==> src/rtl/wave_display_pkg.sv <==
// Shared types and constants for the multi-voice waveform renderer.
package wave_display_pkg;

    localparam int DISP_BITS = 8;

    typedef struct packed {
        logic [7:0] r;
        logic [7:0] g;
        logic [7:0] b;
    } rgb_t;

    localparam rgb_t WHITE = rgb_t'(24'hFFFFFF);
    localparam rgb_t BLACK = rgb_t'(24'h000000);

    // Voice colours, indexed by voice number; voice 0 has the highest priority.
    localparam rgb_t PALETTE [0:9] = '{
        rgb_t'(24'hFF0000),
        rgb_t'(24'h00FF00),
        rgb_t'(24'h0000FF),
        rgb_t'(24'hFFFF00),
        rgb_t'(24'h00FFFF),
        rgb_t'(24'hFF00FF),
        rgb_t'(24'hFFA500),
        rgb_t'(24'h800080),
        rgb_t'(24'hFFC0CB),
        rgb_t'(24'h808080)
    };

endpackage

==> src/rtl/wave_trace_cmp.sv <==
// One trace channel: remembers the previous sample's row and reports whether
// the current raster row lies on the vertical segment joining it to this sample.
module wave_trace_cmp
    import wave_display_pkg::*;
(
    input  logic                 i_clk,
    input  logic                 i_reset,
    input  logic [DISP_BITS-1:0] i_sample,
    input  logic [7:0]           i_ry,
    input  logic                 i_in_window,
    input  logic                 i_first_col,
    input  logic                 i_new_sample,
    output logic                 o_hit
);

    logic [7:0] r_prev;
    logic [7:0] w_row;
    logic [7:0] w_prev_eff;
    logic [7:0] w_lo;
    logic [7:0] w_hi;

    // Segment endpoints; the first column of a line never joins back to the previous line.
    always_comb begin
        w_row      = 8'hFF - i_sample;
        w_prev_eff = i_first_col ? w_row : r_prev;
        if (w_row < w_prev_eff) begin
            w_lo = w_row;
            w_hi = w_prev_eff;
        end else begin
            w_lo = w_prev_eff;
            w_hi = w_row;
        end
        o_hit = (i_ry >= w_lo) && (i_ry <= w_hi);
    end

    // Capture this sample's row on the first pixel of each sample inside the window.
    always_ff @(posedge i_clk) begin
        if (i_reset) begin
            r_prev <= '0;
        end else if (i_new_sample && i_in_window) begin
            r_prev <= w_row;
        end
    end

endmodule

==> src/rtl/wave_display_multi.sv <==
// Renders the mixed waveform in white plus per-voice traces in palette colours
// into the raster window; two-clock latency from x/y/valid to pixel output.
module wave_display_multi
    import wave_display_pkg::*;
#(
    parameter int N_VOICES = 3,
    parameter int SAMPLE_W = 8,
    parameter int ADDR_W   = 9,
    parameter int X_OFFSET = 512,
    parameter int Y_OFFSET = 0
) (
    input  logic                         clk,
    input  logic                         reset,
    input  logic                         valid,
    input  logic                         read_index,
    input  logic [10:0]                  x,
    input  logic [9:0]                   y,
    output logic [ADDR_W-1:0]            read_address,
    input  logic [SAMPLE_W-1:0]          read_value,
    input  logic [N_VOICES*SAMPLE_W-1:0] note_values,
    input  logic [N_VOICES-1:0]          voice_enable,
    output logic                         valid_pixel,
    output logic [7:0]                   r,
    output logic [7:0]                   g,
    output logic [7:0]                   b
);

    logic                r_latched_idx;
    logic [7:0]          r_s1_ry;
    logic                r_s1_in_win;
    logic                r_s1_valid;
    logic                r_s1_first;
    logic                r_s1_new;

    logic [31:0]         w_wx_full;
    logic [31:0]         w_ry_full;
    logic                w_in_x;
    logic                w_in_y;
    logic [ADDR_W-1:0]   w_wx;
    logic                w_mix_hit;
    logic [N_VOICES-1:0] w_voice_hit;
    rgb_t                w_colour;

    // Window-relative coordinates with explicit range checks so nothing wraps in.
    always_comb begin
        w_wx_full    = 32'(x) - 32'(X_OFFSET);
        w_ry_full    = 32'(y) - 32'(Y_OFFSET);
        w_in_x       = (32'(x) >= 32'(X_OFFSET)) && (w_wx_full < 32'(1 << ADDR_W));
        w_in_y       = (32'(y) >= 32'(Y_OFFSET)) && (w_ry_full < 32'd256);
        w_wx         = w_wx_full[ADDR_W-1:0];
        read_address = {r_latched_idx, w_wx[ADDR_W-1:1]};
    end

    // Buffer select is only taken at the top-left pixel so a frame never mixes buffers.
    always_ff @(posedge clk) begin
        if (reset) begin
            r_latched_idx <= 1'b0;
        end else if (x == 11'd0 && y == 10'd0) begin
            r_latched_idx <= read_index;
        end
    end

    // Sideband travels alongside the RAM read so it lines up with the returned data.
    always_ff @(posedge clk) begin
        if (reset) begin
            r_s1_ry     <= '0;
            r_s1_in_win <= 1'b0;
            r_s1_valid  <= 1'b0;
            r_s1_first  <= 1'b0;
            r_s1_new    <= 1'b0;
        end else begin
            r_s1_ry     <= w_ry_full[7:0];
            r_s1_in_win <= w_in_x && w_in_y;
            r_s1_valid  <= valid;
            r_s1_first  <= (w_wx == '0);
            r_s1_new    <= ~w_wx[0];
        end
    end

    wave_trace_cmp u_mix_cmp (
        .i_clk        (clk),
        .i_reset      (reset),
        .i_sample     (read_value[SAMPLE_W-1 -: DISP_BITS]),
        .i_ry         (r_s1_ry),
        .i_in_window  (r_s1_in_win),
        .i_first_col  (r_s1_first),
        .i_new_sample (r_s1_new),
        .o_hit        (w_mix_hit)
    );

    for (genvar k = 0; k < N_VOICES; k++) begin : g_voice
        wave_trace_cmp u_voice_cmp (
            .i_clk        (clk),
            .i_reset      (reset),
            .i_sample     (note_values[k*SAMPLE_W + SAMPLE_W - 1 -: DISP_BITS]),
            .i_ry         (r_s1_ry),
            .i_in_window  (r_s1_in_win),
            .i_first_col  (r_s1_first),
            .i_new_sample (r_s1_new),
            .o_hit        (w_voice_hit[k])
        );
    end

    // Mix wins over every voice; among voices the lowest enabled index wins.
    always_comb begin
        w_colour = BLACK;
        if (r_s1_in_win) begin
            if (w_mix_hit) begin
                w_colour = WHITE;
            end else begin
                for (int k = N_VOICES - 1; k >= 0; k--) begin
                    if (w_voice_hit[k] && voice_enable[k]) begin
                        w_colour = PALETTE[k];
                    end
                end
            end
        end
    end

    // Output register; pixels without a valid strobe are forced to black.
    always_ff @(posedge clk) begin
        if (reset) begin
            valid_pixel <= 1'b0;
            r           <= '0;
            g           <= '0;
            b           <= '0;
        end else begin
            valid_pixel <= r_s1_valid;
            if (r_s1_valid) begin
                {r, g, b} <= w_colour;
            end else begin
                {r, g, b} <= '0;
            end
        end
    end

endmodule

==> config.mk <==
export PLATFORM = sky130hd
export DESIGN_NAME = wave_display_multi
export DESIGN_NICKNAME = d
export VERILOG_FILES = /design/src/rtl/wave_display_pkg.sv /design/src/rtl/wave_trace_cmp.sv /design/src/rtl/wave_display_multi.sv
export SDC_FILE = /design/constraint.sdc
export NUM_CORES = 1
export LEC_CHECK = 0
export CAP_MARGIN = 15
export CELL_PAD_IN_SITES_DETAIL_PLACEMENT = 1
export CELL_PAD_IN_SITES_GLOBAL_PLACEMENT = 1
export CORE_MARGIN = 2
export CORE_UTILIZATION = 43
export DETAILED_ROUTE_END_ITERATION = 6
export GPL_TIMING_DRIVEN = 0
export PLACE_DENSITY_LB_ADDON = 0.1
export SYNTH_ARGS = -nofsm -noshare
export SYNTH_HDL_FRONTEND = slang
export SYNTH_HIERARCHICAL = 1
export SYNTH_SLANG_ARGS = --single-unit
==> constraint.sdc <==
create_clock -name clk -period 8.2 [get_ports clk]
set_input_delay 1.23 -clock clk [delete_from_list [all_inputs] [get_ports clk]]
set_output_delay 1.23 -clock clk [all_outputs]
set_load 0.05 [all_outputs]
==> Word-level counts from Yosys, hierarchy flattened <==
Cells that the tools add are included.
{ "totals": {"ff_bits": 70, "latchBits": 0, "mem_bits_rw": 0, "romBits": 0, "word_cells": 68, "mem_count": 0} }
{ "op_classes": {"n_addsub": 5, "multipliers": 0, "n_div": 0, "order_cmp": 15, "n_eq_ne": 0, "shift": 0, "mux": 16, "bitwise_logic": 3, "n_reduce_logical": 15} }
{ "ops": {"columns": ["operator", "count"], "rows": [
  ["two-way mux 8 bit", 13],
  ["two-way mux 24 bit", 3],
  [">= comparator 8 bit", 4],
  ["<= comparator 8 bit", 4],
  ["less-than comparator 32 x 10 -> 1 bit, second input constant", 1],
  ["less-than comparator 8 bit", 4],
  ["subtractor 8 bit, first input constant", 4],
  ["subtractor 11 x 10 -> 12 bit, second input constant", 1],
  [">= comparator 11 x 10 -> 1 bit, second input constant", 1],
  ["logical AND 1 bit", 11],
  ["zero test 11 bit", 1],
  ["zero test 10 bit", 1],
  ["less-than comparator 10 x 9 -> 1 bit, second input constant", 1],
  ["zero test 9 bit", 1],
  ["inverter 1 bit", 3],
  ["OR reduction 3 bit", 1]
]} }

==> Logic depth before layout (Yosys ltp) <==
Gate-level depths: netlist of the first run.
{ "depth": {"depth_word": 11, "depth_mapped": 18, "mapped_depth_nobuf": 15} }

==> Modules after synthesis <==
Netlist of the first run, hierarchy kept.
{ "by_module_without_submodules": {"columns": ["module", "n_inst", "cells_each", "area_each_um2", "seq_area_each_um2"], "rows": [
  ["wave_trace_cmp", 4, 135, 1098.6, 160.2],
  ["wave_display_multi", 1, 83, 774.5, 340.3]
]} }

==> Least setup slack after synthesis of the first run <==
OpenSTA, ideal clock, no wires.
{ "synth_timing": {"path_kind": "input-to-reg", "start": "input note_values[5]", "end": "register b[6]", "setup_time_ps": 117, "arrival_time_ps": 4118, "t_required_ps": 8083, "path_slack_ps": 3964, "cell_stages": 16, "path_buffers": 1, "cell_sequence": "nand2_1 -> o21ai_0 -> ha_1 -> a211oi_1 -> nor2_1 -> a211oi_4 -> buf_6 -> mux2_1 -> ha_1 -> nand4_1 -> nor3_1 -> nor2_1 -> a211oi_1 -> nand2_1 -> a41oi_1 -> nor2_1"} }
{ "synth_via": {"elab_chain_len": 9, "elab_cells_between_ends": 11, "classes_between": "add/sub (1); order compare (3); mux (5); reduce/logical (2)"} }
{ "synth_rtl": {"columns": ["element", "line", "rtl"], "rows": [
  ["from (decl)", "wave_display_multi.sv:20", "input logic [N_VOICES*SAMPLE_W-1:0] note_values,"],
  ["subtractor 8 bit (*)", "wave_trace_cmp.sv:24", "w_row = 8'hFF - i_sample;"],
  ["two-way mux 8 bit", "wave_trace_cmp.sv:25", "w_prev_eff = i_first_col ? w_row : r_prev;"],
  ["less-than comparator 8 bit", "wave_trace_cmp.sv:26", "if (w_row < w_prev_eff) begin"],
  ["two-way mux 8 bit", "wave_trace_cmp.sv:26", null],
  [">= comparator 8 bit / <= comparator 8 bit (equally long branches)", "wave_trace_cmp.sv:33", "o_hit = (i_ry >= w_lo) && (i_ry <= w_hi);"],
  ["logical AND 1 bit (*)", "wave_trace_cmp.sv:33", null],
  ["named net w_voice_hit[0]", "wave_display_multi.sv:41", "logic [N_VOICES-1:0] w_voice_hit;"],
  ["logical AND 1 bit (*)", "wave_display_multi.sv:112", "if (w_voice_hit[k] && voice_enable[k]) begin"],
  ["two-way mux 24 bit (*)", "wave_display_multi.sv:112", null],
  ["two-way mux 24 bit (*)", "wave_display_multi.sv:108", "if (w_mix_hit) begin"],
  ["to (signal assigned)", "wave_display_multi.sv:130", "{r, g, b} <= w_colour;"],
  ["to (decl)", "wave_display_multi.sv:25", "output logic [7:0] b"]
]} }
Mark *: on every way through the listed nets, which the timed path passes. The rest lies on a longest branch.
A chain may end at the register's enable or synchronous reset.

==> Worst setup path in the final report of the first run <==
{ "layout_timing": {"start": "input note_values[13]", "end": "register b[6]"} }
{ "layout_via": {"elab_chain_len": 10, "elab_cells_between_ends": 12, "classes_between": "add/sub (1); order compare (3); mux (6); reduce/logical (2)"} }
{ "layout_rtl": {"columns": ["element", "line"], "rows": [
  ["subtractor 8 bit (*)", "wave_trace_cmp.sv:24"],
  ["two-way mux 8 bit", "wave_trace_cmp.sv:25"],
  ["less-than comparator 8 bit", "wave_trace_cmp.sv:26"],
  ["two-way mux 8 bit", "wave_trace_cmp.sv:26"],
  [">= comparator 8 bit / <= comparator 8 bit (equally long branches)", "wave_trace_cmp.sv:33"],
  ["logical AND 1 bit (*)", "wave_trace_cmp.sv:33"],
  ["named net w_voice_hit[1]", "wave_display_multi.sv:41"],
  ["logical AND 1 bit (*)", "wave_display_multi.sv:112"],
  ["two-way mux 24 bit (*) (2 in a row)", "wave_display_multi.sv:112"],
  ["two-way mux 24 bit (*)", "wave_display_multi.sv:108"]
]} }
Marks and branches as above.

==> results of run 1 <==
==> worst max-delay path, delay by kind of cell <==
family,cells,cell delay (ps)
compound gates,5,1430
simple gates,7,890
buf+inv,2,760
fa+ha+maj,2,630
mux,1,340
==> where the power goes <==
part | internal [W] | total (W) | switching [W]
logic | 0.000116 | 0.000237 | 0.000121
clock network | 0.000114 | 0.000218 | 0.000104
registers | 0.000242 | 0.000250 | 0.00000817
==> worst paths after layout <==
kind                    startpoint                      to  slack, ps  cells after the start
max                note_values[13]         b[6]$_SDFF_PP0_       3110                     17
min          r_s1_valid$_SDFF_PP0_  valid_pixel$_SDFF_PP0_        480                      1
max reg2reg  r_s1_first$_SDFF_PP0_         b[6]$_SDFF_PP0_       3510                     18
min reg2reg  r_s1_valid$_SDFF_PP0_  valid_pixel$_SDFF_PP0_        480                      1
==> metrics by stage <==
stage | setup slack (ps) | hold WS (ps) | total power (W) | std cells
floorplan | 3960 | 444 | 0.000406 | 623
global placement | 2920 | 458 | 0.000478 | 863
detailed placement | 2820 | 473 | 0.000492 | 863
CTS | 3150 | 483 | 0.000712 | 871
global route | 2740 | 502 | 0.000752 | 871
finish | 3110 | 480 | 0.000705 | 871
==> final cells by class <==
class / instances / area [µm²]
plain buffers: 55 / 354
clock buffers: 8 / 136
fillers: 1454 / 5440
inverters: 41 / 154
multi-input cells: 478 / 3680
flip-flops and latches: 49 / 981
well taps: 147 / 184
repair buffers: 93 / 931
==> kinds of logic (layout without fill, tap and decap cells) <==
family | Yosys count | after routing | share of synthesized area
adders and majority gates | 92 | 92 | 0.223
buffers and inverters | 96 | 197 | 0.0983
muxes | 60 | 60 | 0.131
DFF | 49 | 49 | 0.190
and+or+nand+nor | 173 | 173 | 0.162
AOI/OAI and AO/OA | 153 | 153 | 0.197
==> cell usage in the layout, fill, tap and decap left out, types with 8 or more instances in the layout <==
master           instances
clkdlybuf4s50_1         93
ha_1                    92
nor2_1                  59
mux2_2                  52
nand2_1                 51
dfxtp_1                 49
o21ai_0                 48
inv_1                   41
a211oi_1                40
a21oi_1                 33
buf_4                   30
clkbuf_1                16
nor3_1                  11
nor2b_1                 11
nor4_1                   9
mux2_1                   8
==> state kept, by name, summed over array words and instances, names as in the netlist <==
signal	cells
r_s1_first	1
u_mix_cmp/r_prev	8
r_s1_ry	8
valid_pixel	1
r_latched_idx	1
g	1
g_voice.u_voice_cmp/r_prev	24
r	1
r_s1_in_win	1
b	1
r_s1_valid	1
r_s1_new	1
==> per-layer routing <==
metal | share of wire | GRT usage | wire, µm | up-vias
li1 | - | - | - | 2444
met1 | 0.43 | 0.279 | 6400 | 2279
met2 | 0.52 | 0.453 | 7700 | 79
met3 | 0.033 | 0.0430 | 490 | 12
met4 | 0.011 | 0.0528 | 159 | 0
met5 | 0 | 0 | 0 | -
==> summary.txt, run 1 <==
Route
  – Initial DRC count: approximately 140
  – Avg WL per Cell: approximately 17 µm
  – Vias: ~4800
  – Vias/cell: around 5.5
  – Final WL: 14.8 mm
  – DRC: 0
  – Post-DRT Antenna Nets: 0
  – Drt first pass iters: 4

STA
  – RSZ-0062 raised after global routing: no
  – Final TNS setup: 0 ps
  – Worst Clk Skew: around 5.6 ps
  – Final Max Tran Viols: 0
  – Achievable frequency: 196 MHz
  – Slew HR: 0.612
  – Finish-stage setup viols: 0
  – Min Tclk post-route: around 5100 ps
  – Final-report hold violation count: 0
  – Final period utilization: 0.621
  – Slew @ Worst Pin: roughly 570 ps

Synthesis
  – Most frequent cells after synthesis: 92 x ha_1, 59 x nor2_1, 52 x mux2_2, 51 x nand2_1, 49 x dfxtp_1
  – Synth area leader: ha_1
  – Top_reg_cell synth: dfxtp_1
  – Mapped Cells: 623
  – Area contributors post-synth: ha_1 22%, dfxtp_1 19%, mux2_2 11%
  – Unique masters post-synth: 38
  – Ys Warns: 6
  – Number of synthesized register bits: around 50
  – Post-synth EDFFs: 0
  – FFs w/ async S/R, synth: 0
  – Top-count cell post-synth: ha_1
  – Part of the Yosys area used for sequential elements: 0.190
  – Share of the synthesized area in the top cell type: 0.223
  – Synth Area per Inst: 8.30 µm²
  – Synth Cell Area: slightly above 0.005 mm²
  – Syn Nets: approximately 780

Clock network
  – CTS clock-pin slew for the worst setup and hold paths: about 70 ps
  – Postcts setup bufs: 0
  – Hold buffer count at CTS: 0
  – Clock sinks: about 50
  – Post_cts resized: 0
  – Clock Tree Buf Depth: 2
  – Num CTS Buffers: 5
  – Clock root cell: clkbuf_16
  – CTS tree: done
  – CTS H-tree lvls: 2
  – Worst-Skew Late Latency: about 310 ps

Placement
  – GPL Wtd Cong: about 0.84
  – Hpwl dp: roughly 12 mm
  – Placed Area: 0.00628 mm²
  – IO Port Bufs: 93

Global routing
  – Antenna violations before repair: 0
  – Overflow after GRT: 0
  – All-Layer GR Usage: 0.239
  – Number of global-route vias before repair: a little over 5000
  – Largest net degree at the start of global routing: 14
  – First-pass GRT wire length: ~25 mm

Flow run
  – Max Cap Viol: 0

Layout
  – Area grow syn2layout: 24.2%
  – Fin nets: ~880
  – Final core utilization: 0.541
  – Layout cell share with drive strength beyond 1: 0.145
  – Diodes inserted: 0
  – Design Area, Final: 0.00642 mm²

Setup path
  – CP endpoint kind: register
  – Startpoint types: input port
  – CP peak stage delay: 560 ps
  – CP cell instances: clkdlybuf4s50_1 -> nand2_1 -> o21ai_0 -> ha_1 -> a211oi_1 -> nor2_1 -> a211oi_4 -> buf_6 -> mux2_1 -> ha_1 -> nand4_1 -> nor3_1 -> nor2_1 -> a211oi_1 -> nand2_1 -> a41oi_1 -> nor2_1
  – Crit path kind: input port to register
  – Crit path DAT: ~5300 ps
  – Critical path required time: around 8400 ps
  – Crit path top cell by count: nor2_1
  – Slowest CP cell: clkdlybuf4s50_1
  – Crit-path max FO: 10

Hold path
  – Path type of the worst min-delay path: register to register

Outcome
  – Status: finished clean

Floorplan
  – Die Y: 114 µm
  – Initial Utilization: 0.436
  – DIE AREA: roughly 0.013 mm²
  – Die width: 114 µm
  – CORE AREA: between 0.01 and 0.015 mm²
  – Cell Rows: 40
  – Top Ports: between 90 and 100

Pwr
  – LEAKAGE: 2.55 nW
  – IR drop worst, VDD: between 70 and 80 µV
  – PD cells: 110 mW/mm²
(Power assumes the default switching activity.)
==> run 2, diff against run 1 <==
Settings changed: CORE_UTILIZATION 43 to 40.
Clock period 8.2 ns to 5 ns, I/O delays scaled along.
==> run 2 against run 1 <==
  * Non-clock buffer count unchanged
  * Sequential share of layout area down 0.10 points
  * Critical path depth unchanged
  * Worst setup slack worse by 2700 ps
  * First-iteration DRC count down 11%
==> summary.txt, run 2 (synthesis results as in run 1) <==
Outcome
  – Status: finished clean

Setup path
  – Crit path DAT: 4770 ps (-520 ps)
  – Crit path kind: input port to register
  – Critical path required time: 5200 ps (-3200 ps)
  – Startpoint types: input port
  – CP endpoint kind: register
  – Crit-path max FO: 10 (unchanged)

Clock network
  – CTS tree: done
  – Num CTS Buffers: 5 (unchanged)
  – Worst-Skew Late Latency: 310 ps (about the same)
  – Clock sinks: 49 (unchanged)
  – Clock Tree Buf Depth: 2 (unchanged)
  – CTS H-tree lvls: 2 (unchanged)
  – Clock root cell: clkbuf_16
  – CTS clock-pin slew for the worst setup and hold paths: 70 ps (about the same)

Placement
  – GPL Wtd Cong: 0.793 (-5.3%)
  – Placed Area: 0.00631 mm² (+0.50%)
  – IO Port Bufs: 93 (unchanged)
  – Hpwl dp: 12.3 mm (+2.3%)

Layout
  – Top flop regs: g_voice.u_voice_cmp/r_prev x24, r_s1_ry x8, u_mix_cmp/r_prev x8
  – Most common cell after layout, fill and taps aside: clkdlybuf4s50_1
  – Most frequent cells in the layout: 93 x clkdlybuf4s50_1, 92 x ha_1, 59 x nor2_1, 52 x mux2_2, 51 x nand2_1
  – Fillers: 1536 (+5.6%)
  – Top reg by flops: g_voice.u_voice_cmp/r_prev
  – Area grow syn2layout: 25.1%
  – Design Area, Final: 0.00646 mm² (+0.68%)
  – Fin nets: 875 (unchanged)
  – Layout cell share with drive strength beyond 1: 0.151 (+0.00552)
  – Diodes inserted: 0 (unchanged)
  – Max reg flops: 24 (unchanged)

Route
  – Initial DRC count: 124 (-11%)
  – Post-DRT Antenna Nets: 0 (unchanged)
  – Avg WL per Cell: 16.8 µm (-1.0%)
  – DRC: 0 (unchanged)
  – Final WL: 15.0 mm (+1.8%)
  – Vias/cell: 5.45 (-1.3%)
  – Vias: 4886 (+1.5%)
  – Drt first pass iters: 4 (unchanged)

STA
  – Finish-stage setup viols: 0 (unchanged)
  – Slew HR: 0.604 (-0.00848)
  – Achievable frequency: between 200 and 250 MHz
  – Worst Clk Skew: 5.65 ps (+0.0115 ps)
  – Final-report hold violation count: 0 (unchanged)
  – Final Max Tran Viols: 0 (unchanged)
  – Min Tclk post-route: 4570 ps
  – Slew @ Worst Pin: 592 ps (+25.5 ps)
  – RSZ-0062 raised after global routing: no
  – Final period utilization: 0.914

Pwr
  – LEAKAGE: 2.56 nW (+0.35%)
  – IR drop worst, VDD: 124 µV (+73%)
  – PD cells: 179 mW/mm² (+63%)
  – Power Total: 0.00116 W (+64%)

Global routing
  – Antenna violations before repair: 0 (unchanged)
  – Largest net degree at the start of global routing: 14 (unchanged)
  – Overflow after GRT: 0 (unchanged)
  – First-pass GRT wire length: 24.9 mm (+0.41%)
  – All-Layer GR Usage: 0.220 (-0.0191)
  – Number of global-route vias before repair: 5306 (+2.1%)

Floorplan
  – Initial Utilization: 0.410 (-0.0262)
  – Top Ports: 94 (unchanged)
  – CORE AREA: 0.0126 mm² (+6.4%)
  – DIE AREA: 0.0138 mm² (+7.2%)
  – Cell Rows: 41 (+2.5%)
  – Die width: 118 µm (+3.6%)
  – Die Y: 118 µm (+3.6%)

Flow run
  – Max Cap Viol: 0 (unchanged)

Hold path
  – Path type of the worst min-delay path: register to register
run 2: cell counts in the layout (fill, tap and decap cells not counted):
Identical to the previous run, type by type.
run 2: final timing paths:
kind	slack, ps	start	end	cells past startpoint
setup / recovery	430	note_values[5]	b[6]$_SDFF_PP0_	17
hold / removal	470	r_s1_valid$_SDFF_PP0_	valid_pixel$_SDFF_PP0_	1
setup reg to reg	460	r_s1_first$_SDFF_PP0_	b[6]$_SDFF_PP0_	18
hold reg to reg	470	r_s1_valid$_SDFF_PP0_	valid_pixel$_SDFF_PP0_	1
run 2: layout make-up:
cell class / count / area (µm²) / share of cell area
plain buffers: 55 / 357 / 0.0552
repair buffers: 93 / 931 / 0.144
multi-input cells: 478 / 3690 / 0.571
flip-flops and latches: 49 / 981 / 0.152
well taps: 172 / 215 / 0.0333
clock buffers: 8 / 136 / 0.0211
inverters: 41 / 154 / 0.0238
run 2: metal layers:
metal,vias up,global-route usage,wire [µm]
met3,15,0.0451,553
met4,0,0.0693,271
met1,2349,0.238,6290
li1,2434,-,-
met2,88,0.423,7910
met5,-,0,0
run 2: worst max-delay path, cell delays in order:
cell and delay [ps]:
clkdlybuf4s50_1 560, nand2_1 90, o21ai_0 150, ha_1 310, a211oi_1 200, nor2_1 160
a211oi_4 380, buf_6 210, mux2_1 350, ha_1 320, nand4_1 120, nor3_1 290
nor2_1 90, a211oi_2 350, nand2_1 130, a41oi_1 240, nor2_1 70
run 2: timing repair:
item | 4_1_cts | 5_1_grt
setup endpoints to repair | 0 | 2
buffers inserted | 0 | 0
hold buffers | 0 | 0
resized for setup | 0 | 6
run 2: report_power, final:
group / switching (W) / internal (W) / total [W]
clock network: 0.000167 / 0.000187 / 0.000354
registers: 0.0000134 / 0.000397 / 0.000410
logic: 0.000201 / 0.000192 / 0.000393
total: 0.000382 / 0.000776 / 0.00116
run 2: stage by stage:
stage	worst slack (ps)	cells	hold WS, ps	setup TNS, ps	util
after floorplan	1230	623	444	0	-
after global placement	82.5	888	455	0	0.500
after detailed placement	-50.8	888	460	-50.8	0.500
after CTS	149	896	472	0	0.511
after global routing	63.8	896	490	0	0.512
final	428	896	467	0	0.512
